<file path="src/rtl/grid_seq_ctrl_if.sv">
// grid_seq_ctrl_if: sample stream, weight memory read port and grid_8 drive
// bundle between grid_seq_ctrl (master) and its surroundings (slave).
interface grid_seq_ctrl_if #(
  parameter int AW = 8
);
  logic          x_valid;
  logic          x_ready;
  logic [7:0]    x_data;
  logic          w_rd_en;
  logic [AW-1:0] w_addr;
  logic [71:0]   w_rdata;
  logic          grid_rst_n;
  logic          grid_trig;
  logic [7:0]    grid_din;
  logic [7:0]    grid_sign;
  logic [63:0]   grid_win;
  logic [63:0]   grid_bias;
  logic [63:0]   grid_dout;

  modport master (
    input  x_valid, x_data, w_rdata, grid_dout,
    output x_ready, w_rd_en, w_addr,
    output grid_rst_n, grid_trig, grid_din, grid_sign, grid_win, grid_bias
  );

  modport slave (
    output x_valid, x_data, w_rdata, grid_dout,
    input  x_ready, w_rd_en, w_addr,
    input  grid_rst_n, grid_trig, grid_din, grid_sign, grid_win, grid_bias
  );
endinterface

</file>
<file path="src/rtl/grid_seq_ctrl.sv">
// grid_seq_ctrl: layer-job sequencer for the 8-neuron grid (shared DTC).
// Optional feature: define GRID_SEQ_ABORT_EN to add the abort input.
//
// state   | meaning
// --------+-----------------------------------------------------------
// IDLE    | waiting for start; grid out of reset
// CLEAR   | grid_rst_n low for one cycle, biases presented
// FETCH   | x_ready high, waiting for one sample; weight word being read
// LOAD    | weight word captured into grid_win/grid_sign
// TRIG    | one-cycle grid_trig pulse
// CONV    | waiting CONV_CYCLES for conversion/accumulation
// SETTLE  | waiting SETTLE_CYCLES after the last conversion
// CAPTURE | grid_dout captured into result
// DONE    | done pulse, result_valid high
module grid_seq_ctrl #(
  parameter int CONV_CYCLES   = 256,
  parameter int SETTLE_CYCLES = 4,
  parameter int AW            = 8
) (
  input  logic          clk,
  input  logic          rst_n,
  input  logic          start,
  input  logic [AW:0]   n_inputs,
  input  logic [63:0]   bias_in,
  output logic          busy,
  output logic          done,
  output logic [63:0]   result,
  output logic          result_valid,
`ifdef GRID_SEQ_ABORT_EN
  input  logic          abort,
`endif
  grid_seq_ctrl_if.master bus
);

  localparam int CMAX = (CONV_CYCLES > SETTLE_CYCLES) ? CONV_CYCLES : SETTLE_CYCLES;
  localparam int CW   = $clog2(CMAX) + 1;
  localparam logic [CW-1:0] CONV_LOAD   = CW'(CONV_CYCLES - 1);
  localparam logic [CW-1:0] SETTLE_LOAD = CW'(SETTLE_CYCLES - 1);
  localparam logic [AW:0]   MAX_N       = {1'b1, {AW{1'b0}}};

  typedef enum logic [3:0] {
    IDLE, CLEAR, FETCH, LOAD, TRIG, CONV, SETTLE, CAPTURE, DONE
  } state_t;

  state_t        state_q, state_d;
  logic [CW-1:0] cnt_q, cnt_d;
  logic [AW:0]   idx_q, idx_d;
  logic [AW:0]   n_q, n_d;
  logic [63:0]   bias_q, bias_d;
  logic [7:0]    din_q, din_d;
  logic [7:0]    sign_q, sign_d;
  logic [63:0]   win_q, win_d;
  logic [63:0]   result_q, result_d;
  logic          result_valid_q, result_valid_d;
  logic          done_q, done_d;
  logic          busy_q, busy_d;
  logic          x_ready_q, x_ready_d;
  logic          w_rd_en_q, w_rd_en_d;
  logic [AW-1:0] w_addr_q, w_addr_d;
  logic          trig_q, trig_d;
  logic          grid_rst_n_q, grid_rst_n_d;
  logic          abort_hit;

`ifdef GRID_SEQ_ABORT_EN
  assign abort_hit = abort & busy_q;
`else
  assign abort_hit = 1'b0;
`endif

  // Next-state and next-output computation; every output is registered.
  always_comb begin
    state_d        = state_q;
    cnt_d          = cnt_q;
    idx_d          = idx_q;
    n_d            = n_q;
    bias_d         = bias_q;
    din_d          = din_q;
    sign_d         = sign_q;
    win_d          = win_q;
    result_d       = result_q;
    result_valid_d = result_valid_q;
    done_d         = 1'b0;

    case (state_q)
      IDLE: begin
        if (start) begin
          n_d            = (n_inputs > MAX_N) ? MAX_N : n_inputs;
          bias_d         = bias_in;
          idx_d          = '0;
          result_valid_d = 1'b0;
          state_d        = CLEAR;
        end
      end
      CLEAR: begin
        if (n_q == '0) begin
          cnt_d   = SETTLE_LOAD;
          state_d = SETTLE;
        end else begin
          state_d = FETCH;
        end
      end
      FETCH: begin
        if (bus.x_valid && x_ready_q) begin
          din_d   = bus.x_data;
          state_d = LOAD;
        end
      end
      LOAD: begin
        win_d   = bus.w_rdata[63:0];
        sign_d  = bus.w_rdata[71:64];
        state_d = TRIG;
      end
      TRIG: begin
        cnt_d   = CONV_LOAD;
        state_d = CONV;
      end
      CONV: begin
        if (cnt_q == '0) begin
          if (idx_q == n_q - (AW+1)'(1)) begin
            cnt_d   = SETTLE_LOAD;
            state_d = SETTLE;
          end else begin
            idx_d   = idx_q + (AW+1)'(1);
            state_d = FETCH;
          end
        end else begin
          cnt_d = cnt_q - CW'(1);
        end
      end
      SETTLE: begin
        if (cnt_q == '0) state_d = CAPTURE;
        else             cnt_d   = cnt_q - CW'(1);
      end
      CAPTURE: begin
        result_d       = bus.grid_dout;
        result_valid_d = 1'b1;
        done_d         = 1'b1;
        state_d        = DONE;
      end
      DONE:    state_d = IDLE;
      default: state_d = IDLE;
    endcase

    // Outputs follow the state being entered so they line up with it.
    // The weight read is issued every FETCH cycle (re-reading the same
    // address while stalled) so the word for the accepted sample is on
    // w_rdata during LOAD, one cycle after the handshake.
    busy_d       = (state_d != IDLE) && (state_d != DONE);
    x_ready_d    = (state_d == FETCH);
    w_rd_en_d    = (state_d == FETCH);
    w_addr_d     = (state_d == FETCH) ? idx_d[AW-1:0] : w_addr_q;
    trig_d       = (state_d == TRIG);
    grid_rst_n_d = (state_d != CLEAR);

    if (abort_hit) begin
      state_d        = IDLE;
      busy_d         = 1'b0;
      done_d         = 1'b0;
      result_valid_d = 1'b0;
      result_d       = result_q;
      x_ready_d      = 1'b0;
      w_rd_en_d      = 1'b0;
      trig_d         = 1'b0;
      grid_rst_n_d   = 1'b0;
    end
  end

  // State and output registers; reset holds the grid in reset.
  always_ff @(posedge clk or negedge rst_n) begin
    if (!rst_n) begin
      state_q        <= IDLE;
      cnt_q          <= '0;
      idx_q          <= '0;
      n_q            <= '0;
      bias_q         <= '0;
      din_q          <= '0;
      sign_q         <= '0;
      win_q          <= '0;
      result_q       <= '0;
      result_valid_q <= 1'b0;
      done_q         <= 1'b0;
      busy_q         <= 1'b0;
      x_ready_q      <= 1'b0;
      w_rd_en_q      <= 1'b0;
      w_addr_q       <= '0;
      trig_q         <= 1'b0;
      grid_rst_n_q   <= 1'b0;
    end else begin
      state_q        <= state_d;
      cnt_q          <= cnt_d;
      idx_q          <= idx_d;
      n_q            <= n_d;
      bias_q         <= bias_d;
      din_q          <= din_d;
      sign_q         <= sign_d;
      win_q          <= win_d;
      result_q       <= result_d;
      result_valid_q <= result_valid_d;
      done_q         <= done_d;
      busy_q         <= busy_d;
      x_ready_q      <= x_ready_d;
      w_rd_en_q      <= w_rd_en_d;
      w_addr_q       <= w_addr_d;
      trig_q         <= trig_d;
      grid_rst_n_q   <= grid_rst_n_d;
    end
  end

  assign busy           = busy_q;
  assign done           = done_q;
  assign result         = result_q;
  assign result_valid   = result_valid_q;
  assign bus.x_ready    = x_ready_q;
  assign bus.w_rd_en    = w_rd_en_q;
  assign bus.w_addr     = w_addr_q;
  assign bus.grid_rst_n = grid_rst_n_q;
  assign bus.grid_trig  = trig_q;
  assign bus.grid_din   = din_q;
  assign bus.grid_sign  = sign_q;
  assign bus.grid_win   = win_q;
  assign bus.grid_bias  = bias_q;

endmodule

</file>
<file path="src/flat_wrapper.sv">
// flat-port wrapper written by rule: the top's interface ports become plain ports
module grid_seq_ctrl_flat 
#(
  parameter int CONV_CYCLES   = 256,
  parameter int SETTLE_CYCLES = 4,
  parameter int AW            = 8
)
  (clk, rst_n, start, n_inputs, bias_in, busy, done, result, result_valid, bus_x_valid, bus_x_data, bus_w_rdata, bus_grid_dout, bus_x_ready, bus_w_rd_en, bus_w_addr, bus_grid_rst_n, bus_grid_trig, bus_grid_din, bus_grid_sign, bus_grid_win, bus_grid_bias);
  grid_seq_ctrl_if #(.AW(AW)) bus_i ();
  input  logic clk;
  input  logic rst_n;
  input  logic start;
  input  logic [AW:0] n_inputs;
  input  logic [63:0] bias_in;
  output logic busy;
  output logic done;
  output logic [63:0] result;
  output logic result_valid;
  input wire logic [$bits(bus_i.x_valid)-1:0] bus_x_valid;
  input wire logic [$bits(bus_i.x_data)-1:0] bus_x_data;
  input wire logic [$bits(bus_i.w_rdata)-1:0] bus_w_rdata;
  input wire logic [$bits(bus_i.grid_dout)-1:0] bus_grid_dout;
  output wire logic [$bits(bus_i.x_ready)-1:0] bus_x_ready;
  output wire logic [$bits(bus_i.w_rd_en)-1:0] bus_w_rd_en;
  output wire logic [$bits(bus_i.w_addr)-1:0] bus_w_addr;
  output wire logic [$bits(bus_i.grid_rst_n)-1:0] bus_grid_rst_n;
  output wire logic [$bits(bus_i.grid_trig)-1:0] bus_grid_trig;
  output wire logic [$bits(bus_i.grid_din)-1:0] bus_grid_din;
  output wire logic [$bits(bus_i.grid_sign)-1:0] bus_grid_sign;
  output wire logic [$bits(bus_i.grid_win)-1:0] bus_grid_win;
  output wire logic [$bits(bus_i.grid_bias)-1:0] bus_grid_bias;
  assign bus_i.x_valid = bus_x_valid;
  assign bus_i.x_data = bus_x_data;
  assign bus_i.w_rdata = bus_w_rdata;
  assign bus_i.grid_dout = bus_grid_dout;
  assign bus_x_ready = bus_i.x_ready;
  assign bus_w_rd_en = bus_i.w_rd_en;
  assign bus_w_addr = bus_i.w_addr;
  assign bus_grid_rst_n = bus_i.grid_rst_n;
  assign bus_grid_trig = bus_i.grid_trig;
  assign bus_grid_din = bus_i.grid_din;
  assign bus_grid_sign = bus_i.grid_sign;
  assign bus_grid_win = bus_i.grid_win;
  assign bus_grid_bias = bus_i.grid_bias;
  grid_seq_ctrl #(.CONV_CYCLES(CONV_CYCLES), .SETTLE_CYCLES(SETTLE_CYCLES), .AW(AW)) u_core (.clk(clk), .rst_n(rst_n), .start(start), .n_inputs(n_inputs), .bias_in(bias_in), .busy(busy), .done(done), .result(result), .result_valid(result_valid), .bus(bus_i));
endmodule
</file>
<file path="config.mk">
export PLATFORM = sky130hd
export DESIGN_NAME = grid_seq_ctrl_flat
export DESIGN_NICKNAME = d
export VERILOG_FILES = /design/src/rtl/grid_seq_ctrl_if.sv /design/src/rtl/grid_seq_ctrl.sv /design/src/flat_wrapper.sv
export SDC_FILE = /design/constraint.sdc
export NUM_CORES = 1
export LEC_CHECK = 0
export BUFFER_PORTS_ARGS = -buffer_cell sky130_fd_sc_hd__buf_4
export CAP_MARGIN = 20
export CELL_PAD_IN_SITES_DETAIL_PLACEMENT = 1
export CELL_PAD_IN_SITES_GLOBAL_PLACEMENT = 1
export CORE_ASPECT_RATIO = 2
export CORE_MARGIN = 3
export CORE_UTILIZATION = 36
export DETAILED_ROUTE_END_ITERATION = 10
export GPL_ROUTABILITY_DRIVEN = 0
export HOLD_SLACK_MARGIN = 0.06
export PLACE_DENSITY_LB_ADDON = 0.1
export SLEW_MARGIN = 5
export SYNTH_ARGS = -nofsm -noshare
export SYNTH_HDL_FRONTEND = slang
export SYNTH_SLANG_ARGS = --single-unit
</file>
<file path="constraint.sdc">
create_clock -name clk -period 3.5 [get_ports clk]
set_input_delay 0.175 -clock clk [delete_from_list [all_inputs] [get_ports clk]]
set_output_delay 0.175 -clock clk [all_outputs]
set_load 0.005 [all_outputs]
</file>
# After elaboration in Yosys (flattened, before gate mapping)

Index checks and enable logic that the tools add are counted.

Output and inout port bits: 223
Input bits: 221
Word-level logic and storage cells: 73
Flip-flop bits (word level): 253

Reductions and logical operators: 14
Mux-type cells: 20
Magnitude comparators: 1
Equal/unequal tests: 18
Add/subtract/negate cells: 3

Operators by type and width:

| cell                                                 | count |
|---|---|
| 2-to-1 mux 9 bit                                     | 8 |
| one-hot mux 9 bit (4 select lines)                   | 1 |
| one-hot mux 4 bit (8 select lines)                   | 1 |
| equality test 4 x 3 -> 1 bit, second input constant  | 5 |
| zero test 9 bit                                      | 2 |
| one-hot mux 9 bit (2 select lines)                   | 1 |
| subtractor 9 x 1 -> 9 bit, second input constant     | 2 |
| 2-to-1 mux 4 bit                                     | 4 |
| equality test 4 x 2 -> 1 bit, second input constant  | 3 |
| adder 9 x 1 -> 9 bit, second input constant          | 1 |
| equality test 9 bit                                  | 1 |
| greater-than comparator 9 bit, second input constant | 1 |
| AND reduction 4 bit                                  | 2 |
| nonzero test 4 bit                                   | 2 |
| 2-to-1 mux 3 bit                                     | 2 |
| != test 2 bit, second input constant                 | 3 |
| AND reduction 2 bit                                  | 3 |
| equality test 4 x 1 -> 1 bit, second input constant  | 1 |
| zero test 4 bit                                      | 1 |
| != test 2 x 1 -> 1 bit, second input constant        | 2 |
| != test 4 x 1 -> 1 bit, second input constant        | 1 |
| != test 4 bit, second input constant                 | 1 |
| nonzero test 2 bit                                   | 2 |
| != test 3 bit, second input constant                 | 1 |
| 3 further kinds                                      | 5 |

# Longest topological paths before layout

Gate-level depths: netlist of the first run.

Depth in word-level cells: 7
Depth in mapped cells: 12

# Least setup slack after synthesis of the first run

OpenSTA, ideal clock, no wires.

Path type: reg2reg
Start: register u_core.n_q[0]
End: register u_core.w_addr_q[0], in the netlist u_core.bus.w_addr[0]
Arrival: 2.477 ns
Stages on the path, launching flop included: 12
Buffers on the path: 2
Data required time: 3.375 ns
Setup slack: 0.898 ns
Path through: dfrtp_1 -> clkbuf_1 -> inv_1 -> ha_1 -> buf_2 -> nor4b_4 -> nand4_1 -> o22ai_2 -> a2bb2oi_4 -> a21oi_4 -> o211ai_4 -> mux2_4

Cells in the longest elaborated chain, start to end: 6

Ends and longest elaborated chain:

| what                               | line                 | source |
|---|---|---|
| from (decl)                        | grid_seq_ctrl.sv:48  | `logic [AW:0] n_q, n_d;` |
| from (signal assigned)             | grid_seq_ctrl.sv:192 | `n_q <= n_d;` |
| subtractor 9 x 1 -> 9 bit          | grid_seq_ctrl.sv:119 | `if (idx_q == n_q - (AW+1)'(1)) begin` |
| equality test 9 bit                | grid_seq_ctrl.sv:119 |  |
| 2-to-1 mux 3 bit                   | grid_seq_ctrl.sv:119 |  |
| 2-to-1 mux 4 bit                   | grid_seq_ctrl.sv:118 | `if (cnt_q == '0) begin` |
| one-hot mux 4 bit (8 select lines) | grid_seq_ctrl.sv:84  | `case (state_q)` |
| equality test 4 x 2 -> 1 bit       | grid_seq_ctrl.sv:151 | `w_addr_d = (state_d == FETCH) ? idx_d[AW-1:0] : w_addr_q;` |
| to (signal assigned)               | grid_seq_ctrl.sv:203 | `w_addr_q <= w_addr_d;` |
| to (decl)                          | grid_seq_ctrl.sv:59  | `logic [AW-1:0] w_addr_q, w_addr_d;` |

Parallel ways exist; a longest one is shown, timed or not. The select of a mux whose other input is x is not followed.
A chain may end at the register's enable or synchronous reset.

# Final worst setup path of the first run

Start: register u_core.n_q[0]
End: register u_core.cnt_q[1]

Cells in the longest elaborated chain, start to end: 4

Ends and longest elaborated chain:

| what                            | line                 | source |
|---|---|---|
| subtractor 9 x 1 -> 9 bit       | grid_seq_ctrl.sv:119 |  |
| equality test 9 bit             | grid_seq_ctrl.sv:119 |  |
| != test 3 bit (no line)         | -                    |  |
| AND reduction 4 bit (no line) * | -                    |  |
| to (signal assigned)            | grid_seq_ctrl.sv:190 | `cnt_q <= cnt_d;` |
| to (decl)                       | grid_seq_ctrl.sv:46  | `logic [CW-1:0] cnt_q, cnt_d;` |

Mark *: on every way between the ends. The rest lies on a longest branch, timed or not.

==> results of run 1 <==
## path summary, 6_finish.rpt
kind / from / end / slack [ns] / depth (start not counted)
setup reg to reg: u_core.n_q[0] / u_core.cnt_q[1] / 0.48 / 9
max in group asynchronous: rst_n / u_core.bus.grid_bias[22] / 2.25 / 3
hold reg to reg: u_core.result[38] / u_core.result[38] / 0.48 / 2
min in group asynchronous: rst_n / u_core.bus.grid_win[29] / 0.29 / 2
setup / recovery: u_core.n_q[0] / u_core.cnt_q[1] / 0.48 / 9
hold / removal: start / u_core.bus.grid_rst_n / 0.17 / 2
## state kept, by name, summed over array words and instances, names as in the netlist
register	cells
u_core.bus.grid_win	64
u_core.idx_q	9
u_core.n_q	9
u_core.bus.grid_sign	8
u_core.bus.grid_rst_n	1
u_core.bus.x_ready	1
u_core.state_q	4
u_core.bus.grid_trig	1
u_core.bus.grid_bias	64
u_core.busy	1
u_core.result_valid	1
u_core.done	1
u_core.bus.w_addr	8
u_core.result	64
u_core.bus.grid_din	8
u_core.cnt_q	9
## final cells by class
class                           count  area, sq um  area share
Multi-Input combinational cell    545         3880       0.225
Clock inverter                      9         70.1     0.00407
Sequential cell                   253         6330       0.368
Inverter                           16         60.1     0.00349
Clock buffer                       36          717      0.0417
Timing Repair Buffer              678         5700       0.331
Tap cell                          356          445      0.0259
Antenna cell                        1         2.50    0.000145
## cells by family after synthesis
kind of cell	after synthesis	synth area share
simple gates	300	0.127
xor+xnor	15	0.0126
compound gates	62	0.0475
fa+ha+maj	5	0.00552
flops	253	0.607
mux	163	0.178
buf+inv	58	0.0234
## layer usage
layer	GRT usage	vias up	part of all wire
met2	0.521	306	0.59
li1	-	4199	-
met4	0.0910	0	0.038
met1	0.249	4683	0.32
met3	0.0605	72	0.060
met5	0	-	0
## cell usage in the layout (no fill, tap or decap), types with 10 or more instances in the layout
cell type and n:
buf_4 449, dfrtp_1 253, nand2_1 232, dlygate4sd3_1 225, mux2_2 148, clkbuf_16 25, inv_1 15, o21ai_0 14
nor2_1 13, nand2b_1 12, a21oi_1 10
## worst max-delay path: stages, from the launching register on
cell and delay (ns):
dfrtp_1 0.46, inv_1 0.09, ha_1 0.35, nor4b_4 0.36, xnor2_1 0.22, o22ai_2 0.15
a2bb2oi_4 0.19, a21oi_4 0.28, a31o_1 0.46, mux2_4 0.33
## per-stage QoR
stage / util / cells
after floorplan: - / 856
after global placement: 0.498 / 1623
after detailed placement: 0.498 / 1623
after CTS: 0.605 / 1893
after global routing: 0.605 / 1893
final: 0.605 / 1894
## power by group
| part | internal (mW) | total (mW) | switching [mW] |
|---|---|---|---|
| sequential | 4.32 | 5.33 | 1.01 |
| clock | 1.50 | 2.67 | 1.18 |
| combinational | 3.34 | 6.04 | 2.70 |
| total | 9.16 | 14.0 | 4.88 |
==> reports/results.tsv, run 1 <==
stage	metric	value	unit
placed_design	Cell Area, Placed	14200	sq um
floorplan	Starting Density	0.367	
grt	initial antenna violation count	0	
synth	Post-Syn Area	10400	sq um
synth	number of synthesized flops with an enable pin	0	
sta	RSZ-0062 raised after global routing	no	
pwr	P per Cell Area	816	nW/um^2
grt	total gr overflow	0	
detailed_routing	Via-to-Cell Ratio	4.89	
setup_path	startpoint types	flop	
synth	FF+latch count, synth	253	
finish	nets	1743	
sta	slew margin rel.	0.472	
setup_path	CP Data Required Time	3.90	ns
placed_design	port bufs	443	
floorplan	FP Rows	87	
clocking	Clk Tree Root Cell	clkbuf_16	
finish	layout cells sized above 1	0.434	
synth	Post-synth top cells	dfrtp_1 (253), nand2_1 (232), mux2_2 (148), clkbuf_1 (26), inv_1 (16)	
clocking	Clock Tree Buf Depth	3	
clocking	Post-CTS Setup Inserts	0	
clocking	H-tree levels	1	
synth	synth top area cells	dfrtp_1 (61%), mux2_2 (16%), nand2_1 (8.3%), mux2_4 (1.0%), clkbuf_1 (0.94%)	
grt	first-pass GRT wire length	62900	microns
clocking	Worst-Skew Late Latency	0.52	ns
synth	most common cell in the synthesized netlist	dfrtp_1	
finish	Design Area, Final	17200	sq um
synth	leading area contributor after synthesis	dfrtp_1	
synth	Net Count, Synth	1080	
synth	yosys warns	0	
synth	Mapped Avg Cell Area	12.2	sq um
setup_path	Setup crit end kind	flop	
pwr	total power	14.0	mW
sta	post-route minimum period	3.02	ns
sta	setup slack after layout	0.478	ns
grt	vias in the first global route	10748	
grt	GRT Total Usage	0.259	
placed_design	hpwl dp	27700	microns
sta	setup TNS	0	ns
clocking	Hold-fix buffers, CTS	225	
floorplan	die width	126	microns
clocking	Worst-path clk slew	0.06	ns
clocking	Num CTS Buffers	25	
clocking	CTS tree	done	
sta	Final period util	0.863	
sta	Final Skew	0.00840	ns
sta	max-slew violations	0	
outcome	run status	finished, final reports clean	
synth	sequential-to-total area share from yosys stat	0.607	
detailed_routing	Post-DRT Antenna Nets	0	
sta	Final setup viols	0	
detailed_routing	Initial DRC Count	290	
detailed_routing	router iterations before antenna repair	4	
worst_hold_path	Hold/Removal Path Class	input pin to flop	
setup_path	kind of critical path	flop to flop	
floorplan	Die Ht	247	microns
detailed_routing	WL/cell	22.0	microns
setup_path	arrival time worst endpoint	3.43	ns
floorplan	I/O pin cnt	444	
floorplan	die footprint	31200	sq um
finish	Layout area overhead	64.9	%
pwr	Max VDD drop	0.611	mV
synth	Post-synth ARST share	1.00	
synth	top_reg_cell synth	dfrtp_1	
sta	Worst-Margin Slew	0.792	ns
run	Max Cap Viol	0	
detailed_routing	via count	9260	
synth	Cells after Synth	856	
floorplan	Core Box Area	28400	sq um
sta	fmax	331	MHz
finish	filler instances	2929	
placed_design	pre-CTS setup slack	0.480	ns
clocking	CTS Sinks	253	
sta	Hold Vio Cnt, Final	0	
grt	largest net degree at the start of global routing	99	
detailed_routing	final wirelength	41700	microns
setup_path	Crit Path Max Fanout	9	
sta	Worst Hold Slack	0.175	ns
synth	synth unique cells	62	
synth	Synth top area share	0.607	
clocking	Post-CTS Resized	0	
detailed_routing	# DRC	0	
pwr	Leak	8.47	nW
(Power assumes the default switching activity.)
==> run 2: changes to the inputs <==
- ABC_AREA: not set -> 1
- CELL_PAD_IN_SITES_DETAIL_PLACEMENT: 1 -> not set
- CELL_PAD_IN_SITES_GLOBAL_PLACEMENT: 1 -> not set
- CORE_AREA: not set -> 3 3 171 173
- CORE_ASPECT_RATIO: 2 -> not set
- CORE_MARGIN: 3 -> not set
- CORE_UTILIZATION: 36 -> not set
- DIE_AREA: not set -> 0 0 174 176
==> reports/results.tsv, run 2 <==
stage	metric	value	unit	change
clocking	Num CTS Buffers	29		+16%
sta	Final period util	0.720		-0.143
sta	slew margin rel.	0.442		-0.0294
worst_hold_path	Hold/Removal Path Class	input pin to flop		
synth	simple-gate area share of the yosys netlist	0.314		+0.187
clocking	CTS Sinks	253		unchanged
setup_path	Buf+Inv Stages, Crit Path	3		+2
sta	fmax	397	MHz	+20%
synth	synth unique cells	33		-47%
clocking	H-tree levels	1		unchanged
placed_design	port bufs	443		unchanged
clocking	Clk Tree Root Cell	clkbuf_16		
floorplan	Starting Density	0.375		+0.00742
worst_hold_path	Cells on Worst Hold Path	3		+1
setup_path	cell type of the slowest stage on the worst timing path	buf_4		
synth	Cells after Synth	1209		+41%
synth	synth top area cells	dfrtp_1 (61%), nand2_1 (25%), nand3_1 (1.8%), inv_1 (1.4%), clkbuf_1 (1.2%)		
synth	Post-synth ARST share	1.00		unchanged
grt	total gr overflow	0		unchanged
synth	number of synthesized flops with an enable pin	0		unchanged
detailed_routing	Post-DRT Antenna Nets	0		unchanged
floorplan	Die Ht	176	microns	-29%
sta	Hold Vio Cnt, Final	0		unchanged
outcome	run status	finished, final reports clean		
finish	layout cells sized above 1	0.290		-0.144
setup_path	most used cell, CP	nand2_1		
setup_path	kind of critical path	flop to flop		
sta	Final Skew	0.00759	ns	-0.000808 ns
detailed_routing	via count	10291		+11%
placed_design	hpwl dp	24900	microns	-10%
synth	sequential-to-total area share from yosys stat	0.608		+0.00146
synth	leading area contributor after synthesis	dfrtp_1		
synth	Post-Synth XOR/XNOR Area	0.00757		-0.00502
floorplan	die footprint	30600	sq um	-1.8%
synth	yosys warns	0		unchanged
sta	setup TNS	0	ns	unchanged
synth	Synth top area share	0.608		+0.00146
worst_hold_path	Hold EP	u_core.bus.grid_din[0]		
clocking	CTS tree	done		
synth	Post-Syn Area	10400	sq um	-0.24%
setup_path	R2R depth	9		unchanged
synth	mux cell area share after synthesis	0.00866		-0.169
setup_path	Setup crit end kind	flop		
detailed_routing	Via-to-Cell Ratio	4.54		-7.1%
synth	largest family of logic cells by synthesized area	simple AND/OR/NAND/NOR gates		
setup_path	Crit path max-delay family	buffers and inverters		
sta	Final setup viols	0		unchanged
setup_path	CP Data Required Time	3.90	ns	about the same
clocking	Worst-Skew Late Latency	0.53	ns	about the same
finish	commonest non-fill, non-tap cells in the layout	nand2_1 (701), buf_4 (448), dfrtp_1 (253)		
sta	RSZ-0062 raised after global routing	no		
detailed_routing	Initial DRC Count	455		+57%
grt	GRT Total Usage	0.232		-0.0271
setup_path	startpoint types	flop		
setup_path	Crit Path Max Fanout	75		+66
detailed_routing	# DRC	0		unchanged
detailed_routing	router iterations before antenna repair	5		+1
synth	Synth Area in Compound Gates	0.0189		-0.0286
grt	vias in the first global route	10645		-0.96%
floorplan	Core Box Area	27800	sq um	-2.2%
finish	filler instances	2360		-19%
setup_path	delay of the slowest critical-path stage	0.60	ns	+0.14 ns
worst_hold_path	Hold Path Origin	bus_x_valid		
synth	FF+latch count, synth	253		unchanged
sta	max-slew violations	0		unchanged
setup_path	worst r2r dst	u_core.n_q[0]		
finish	nets	2089		+20%
setup_path	critical path, cell by cell	inv_1 -> nand2_1 -> nor3_1 -> nand2_2 -> buf_4 -> nor2_1 -> nand2_1 -> dlygate4sd3_1 -> o21ai_0		
grt	initial antenna violation count	0		unchanged
synth	Synth Area in Adders	0.00361		-0.00191
setup_path	worst r2r src	u_core.state_q[3]		
synth	most common cell in the synthesized netlist	nand2_1		
synth	top_reg_cell synth	dfrtp_1		
grt	first-pass GRT wire length	57700	microns	-8.4%
clocking	Clock Tree Buf Depth	3		unchanged
synth	Post-synth top cells	nand2_1 (702), dfrtp_1 (253), inv_1 (38), nand3_1 (37), clkbuf_1 (34)		
run	Max Cap Viol	0		unchanged
detailed_routing	final wirelength	36500	microns	-12%
grt	largest net degree at the start of global routing	96		-3.0%
sta	Worst-Margin Slew	0.837	ns	+0.0442 ns
detailed_routing	WL/cell	16.1	microns	-27%
setup_path	arrival time worst endpoint	2.92	ns	-0.51 ns
pwr	P per Cell Area	792	nW/um^2	-3.0%
synth	Mapped Avg Cell Area	8.61	sq um	-29%
floorplan	FP Rows	61		-30%
floorplan	die width	174	microns	+38%
pwr	Leak	9.22	nW	+8.9%
finish	diode count	0		-1
finish	Layout area overhead	66.1	%	
floorplan	I/O pin cnt	444		unchanged
clocking	Worst-path clk slew	0.06	ns	about the same
pwr	total power	13.7	mW	-2.5%
sta	post-route minimum period	2.52	ns	-0.501 ns
setup_path	worst reg2reg setup slack	0.98	ns	+0.50 ns
synth	Net Count, Synth	1433		+33%
pwr	Max VDD drop	0.414	mV	-32%
finish	leading cell type in the layout, fill and taps excluded	nand2_1		
[run 2: changes by cell type after synthesis, sizes merged, moves of 8 or more]
cell / before / now
a21oi: 12 / 3
clkbuf: 26 / 34
inv: 16 / 46
mux2: 155 / 8
mux2i: 8 / 0
nand2: 232 / 709
nand2b: 12 / 0
nand3: 8 / 42
nor2: 13 / 36
o21ai: 15 / 28
[run 2: cell families after synthesis]
| kind of cell | count (synthesis) |
|---|---|
| adders and majority gates | 3 |
| DFF | 253 |
| AOI/OAI and AO/OA | 35 |
| and+or+nand+nor | 805 |
| muxes | 8 |
| xor gates and xnor gates | 9 |
| buffers and inverters | 96 |
[run 2: where the power goes]
group	total [mW]	switching, mW	internal (mW)
sequential	5.08	0.802	4.28
combinational	5.59	2.87	2.72
clock	3.01	1.21	1.80
[run 2: worst max path at each step]
stage | depth (start not counted) | slack (ns) | to | startpoint
3_5_place_dp | 16 | 1.21 | u_core.bus.w_addr[4] | u_core.n_q[0]
3_3_place_gp | 16 | 1.31 | u_core.bus.w_addr[0] | u_core.n_q[0]
4_1_cts | 9 | 1.01 | u_core.n_q[0] | u_core.state_q[3]
6_report | 9 | 0.98 | u_core.n_q[0] | u_core.state_q[3]
5_1_grt | 9 | 0.81 | u_core.n_q[0] | u_core.state_q[3]
2_1_floorplan | 14 | 1.59 | u_core.cnt_q[0] | u_core.n_q[0]
[run 2: per-layer routing]
metal  track usage  share of wire  vias up  wire length [microns]
met5             0              0        -                      0
met4        0.0881          0.043        0                   1580
met3        0.0563          0.068       82                   2470
met2         0.406           0.50      364                  18200
met1         0.278           0.39     4830                  14300
li1              -              -     5015                      -
[run 2: timing repair]
item                                   in CTS  in global routing
endpoints found under the hold margin     310                  0
buffers inserted                            0                  0
hold buffers                              222                  0
gates resized for setup                     0                  0
setup endpoints to repair                   0                  0
[run 2: layout make-up]
type / count / area, sq um / area share
Sequential cell: 253 / 6330 / 0.366
Clock buffer: 42 / 835 / 0.0483
Inverter: 47 / 181 / 0.0105
Clock inverter: 12 / 118 / 0.00680
Timing Repair Buffer: 674 / 5660 / 0.327
Multi-Input combinational cell: 860 / 3690 / 0.213
Tap cell: 378 / 473 / 0.0274
[run 2: through the flow]
step                cell area, sq um  std cells  hold WS [ns]   util  worst slack, ns
detailed placement             14100       1990         0.268  0.508             1.21
global route                   17300       2266        0.0935  0.622            0.811
global placement               14100       1990         0.274  0.508             1.31
finish                         17300       2266        0.0944  0.622            0.980
floorplan                      10400       1209        -0.121      -             1.59
CTS                            17300       2266        0.0720  0.622             1.01
[run 2: worst reg2reg max path: cells and delay by family (launching register included)]
| kind | cells | cell delay (ns) |
|---|---|---|
| compound gates | 1 | 0.08 |
| buf+inv | 3 | 1.20 |
| flops | 1 | 0.34 |
| simple gates | 5 | 0.77 |
==> run 3: changes to the inputs <==
- clock period: 3.5 -> 2.65 ns (I/O delays scaled with it)
==> reports/results.tsv, run 3 (synthesis results as in run 2) <==
stage	metric	value	unit	change
grt	first-pass GRT wire length	58200	microns	+0.88%
finish	non-filler instance count after layout	2277		+0.49%
worst_hold_path	Hold/Removal Path Class	input pin to flop		
pwr	sw frac	0.358		+0.00129
setup_path	Crit path max-delay family	buffers and inverters		
floorplan	Die Ht	176	microns	unchanged
setup_path	CP Data Required Time	3.09	ns	-0.81 ns
clocking	Num CTS Buffers	29		unchanged
clocking	CTS tree	done		
clocking	Clock Tree Buf Depth	3		unchanged
finish	commonest non-fill, non-tap cells in the layout	nand2_1 (701), buf_4 (451), dfrtp_1 (253)		
detailed_routing	met3 wire len	2330	microns	-5.9%
pwr	total power	18.0	mW	+31%
detailed_routing	via count	10378		+0.85%
sta	Worst-Margin Slew	0.828	ns	-0.00825 ns
finish	Layout area overhead	66.8	%	
detailed_routing	final wirelength	36800	microns	+0.81%
detailed_routing	top sig layer	met4		
pwr	Power Internal	11.5	mW	+31%
setup_path	Buf+Inv Stages, Crit Path	3		unchanged
floorplan	die footprint	30600	sq um	unchanged
sta	post-route minimum period	2.31	ns	-0.205 ns
clocking	CTS Sinks	253		unchanged
detailed_routing	Via-to-Cell Ratio	4.56		+0.36%
setup_path	arrival time worst endpoint	2.75	ns	-0.17 ns
detailed_routing	Post-DRT Antenna Nets	0		unchanged
placed_design	DP Cell Count	1994		+0.20%
setup_path	critical path, cell by cell	inv_1 -> nand2_1 -> nor3_1 -> nand2_2 -> buf_4 -> nor2_1 -> nand2_1 -> dlygate4sd3_1 -> o21ai_0		
setup_path	kind of critical path	flop to flop		
pwr	Max VDD drop	0.550	mV	+33%
sta	fmax	432	MHz	+8.9%
finish	nets	2101		+0.57%
grt	vias in the first global route	10795		+1.4%
floorplan	Starting Density	0.375		unchanged
sta	Final period util	0.873		+0.153
setup_path	cell type of the slowest stage on the worst timing path	dlygate4sd3_1		
setup_path	most used cell, CP	nand2_1		
placed_design	hpwl dp	25200	microns	+1.3%
placed_design	port bufs	443		unchanged
detailed_routing	Met2 Wirelength	18700	microns	+3.1%
grt	initial antenna violation count	1		+1
floorplan	Core Box Area	27800	sq um	unchanged
outcome	run status	finished, final reports clean		
pwr	P per Cell Area	1040	nW/um^2	+31%
grt	largest net degree at the start of global routing	74		-23%
floorplan	I/O pin cnt	444		unchanged
pwr	Leak	9.26	nW	+0.37%
pwr	sw power	6.44	mW	+32%
detailed_routing	# DRC	0		unchanged
sta	setup TNS	0	ns	unchanged
pwr	clock share of power	0.209		-0.011
setup_path	startpoint types	flop		
finish	layout cells sized above 1	0.289		-0.000473
setup_path	Crit Path Max Fanout	32		-57%
sta	Hold Vio Cnt, Final	0		unchanged
placed_design	pre-CTS setup slack	0.357	ns	-0.856 ns
sta	Final setup viols	0		unchanged
grt	total gr overflow	0		unchanged
setup_path	delay of the slowest critical-path stage	0.56	ns	-0.04 ns
sta	max-slew violations	0		unchanged
detailed_routing	met1 WL	14300	microns	-0.36%
detailed_routing	Initial DRC Count	441		-3.1%
sta	RSZ-0062 raised after global routing	no		
clocking	Clk Tree Root Cell	clkbuf_16		
pwr	Flop pwr share	0.373		+0.002
pwr	Comb pwr share	0.418		+0.009
setup_path	Setup crit end kind	flop		
sta	Final Skew	0.00737	ns	-0.000216 ns
sta	setup slack after layout	0.335	ns	-0.645 ns
clocking	Worst-Skew Late Latency	0.53	ns	about the same
detailed_routing	WL/cell	16.2	microns	+0.32%
sta	slew margin rel.	0.448		+0.00550
finish	leading cell type in the layout, fill and taps excluded	nand2_1		
clocking	Worst-path clk slew	0.06	ns	about the same
floorplan	FP Rows	61		unchanged
detailed_routing	router iterations before antenna repair	5		unchanged
clocking	H-tree levels	1		unchanged
grt	GRT Total Usage	0.233		+0.000460
run	Max Cap Viol	0		unchanged
floorplan	die width	174	microns	unchanged
## run 3: layout make-up
cell class / instances / area (sq um)
fill: 2376 / 10400
sequential: 253 / 6330
timing repair buffer: 686 / 5780
multi-input combinational: 860 / 3690
clock buffer: 44 / 852
tap: 378 / 473
inverter: 47 / 181
clock inverter: 8 / 40.0
antenna: 1 / 2.50
## run 3: path summary, 6_finish.rpt
kind | from | endpoint | slack [ns] | depth (start not counted)
hold reg to reg | u_core.bus.grid_win[22] | u_core.bus.grid_win[22] | 0.47 | 2
setup reg to reg | u_core.state_q[3] | u_core.n_q[7] | 0.34 | 9
hold / removal | bus_x_valid | u_core.state_q[0] | 0.14 | 5
min in group asynchronous | rst_n | u_core.bus.w_addr[0] | 0.17 | 2
setup / recovery | u_core.state_q[3] | u_core.n_q[7] | 0.34 | 9
max in group asynchronous | rst_n | u_core.bus.grid_win[21] | 1.68 | 3
## run 3: worst reg2reg max path, stage by stage (launching register included)
cell	delay, ns
dfrtp_1	0.37
inv_1	0.08
nand2_1	0.14
nor3_1	0.23
nand2_2	0.11
buf_4	0.26
nor2_1	0.30
nand2_1	0.08
dlygate4sd3_1	0.56
o21ai_0	0.08
## run 3: per-layer routing
layer	GRT usage	vias up
met4	0.0898	0
met5	0	-
met1	0.276	4925
li1	-	5033
met3	0.0512	72
met2	0.412	348
## run 3: what timing repair did
action                                 CTS  global route
hold buffers                           230             0
endpoints found under the hold margin  287             0
buffers inserted                         0             0
setup endpoints to repair                0             4
resized for setup                        0             1
## run 3: metrics by stage
step                      utilization  hold WS, ns  area, sq um
final                           0.625        0.142        17400
after global routing            0.625        0.140        17400
after CTS                       0.624        0.110        17300
after detailed placement        0.509        0.147        14200
after global placement          0.509        0.145        14200
after floorplan                     -       -0.163        10400
## run 3: power by group through the flow
stage | combinational, mW | clock (mW) | sequential (mW)
4_1_cts | 7.57 | 3.85 | 6.68
2_1_floorplan | 3.02 | 0 | 6.75
3_5_place_dp | 7.21 | 0 | 6.68
5_1_grt | 8.33 | 4.02 | 6.92
3_3_place_gp | 7.10 | 0 | 6.67
6_report | 7.52 | 3.76 | 6.70
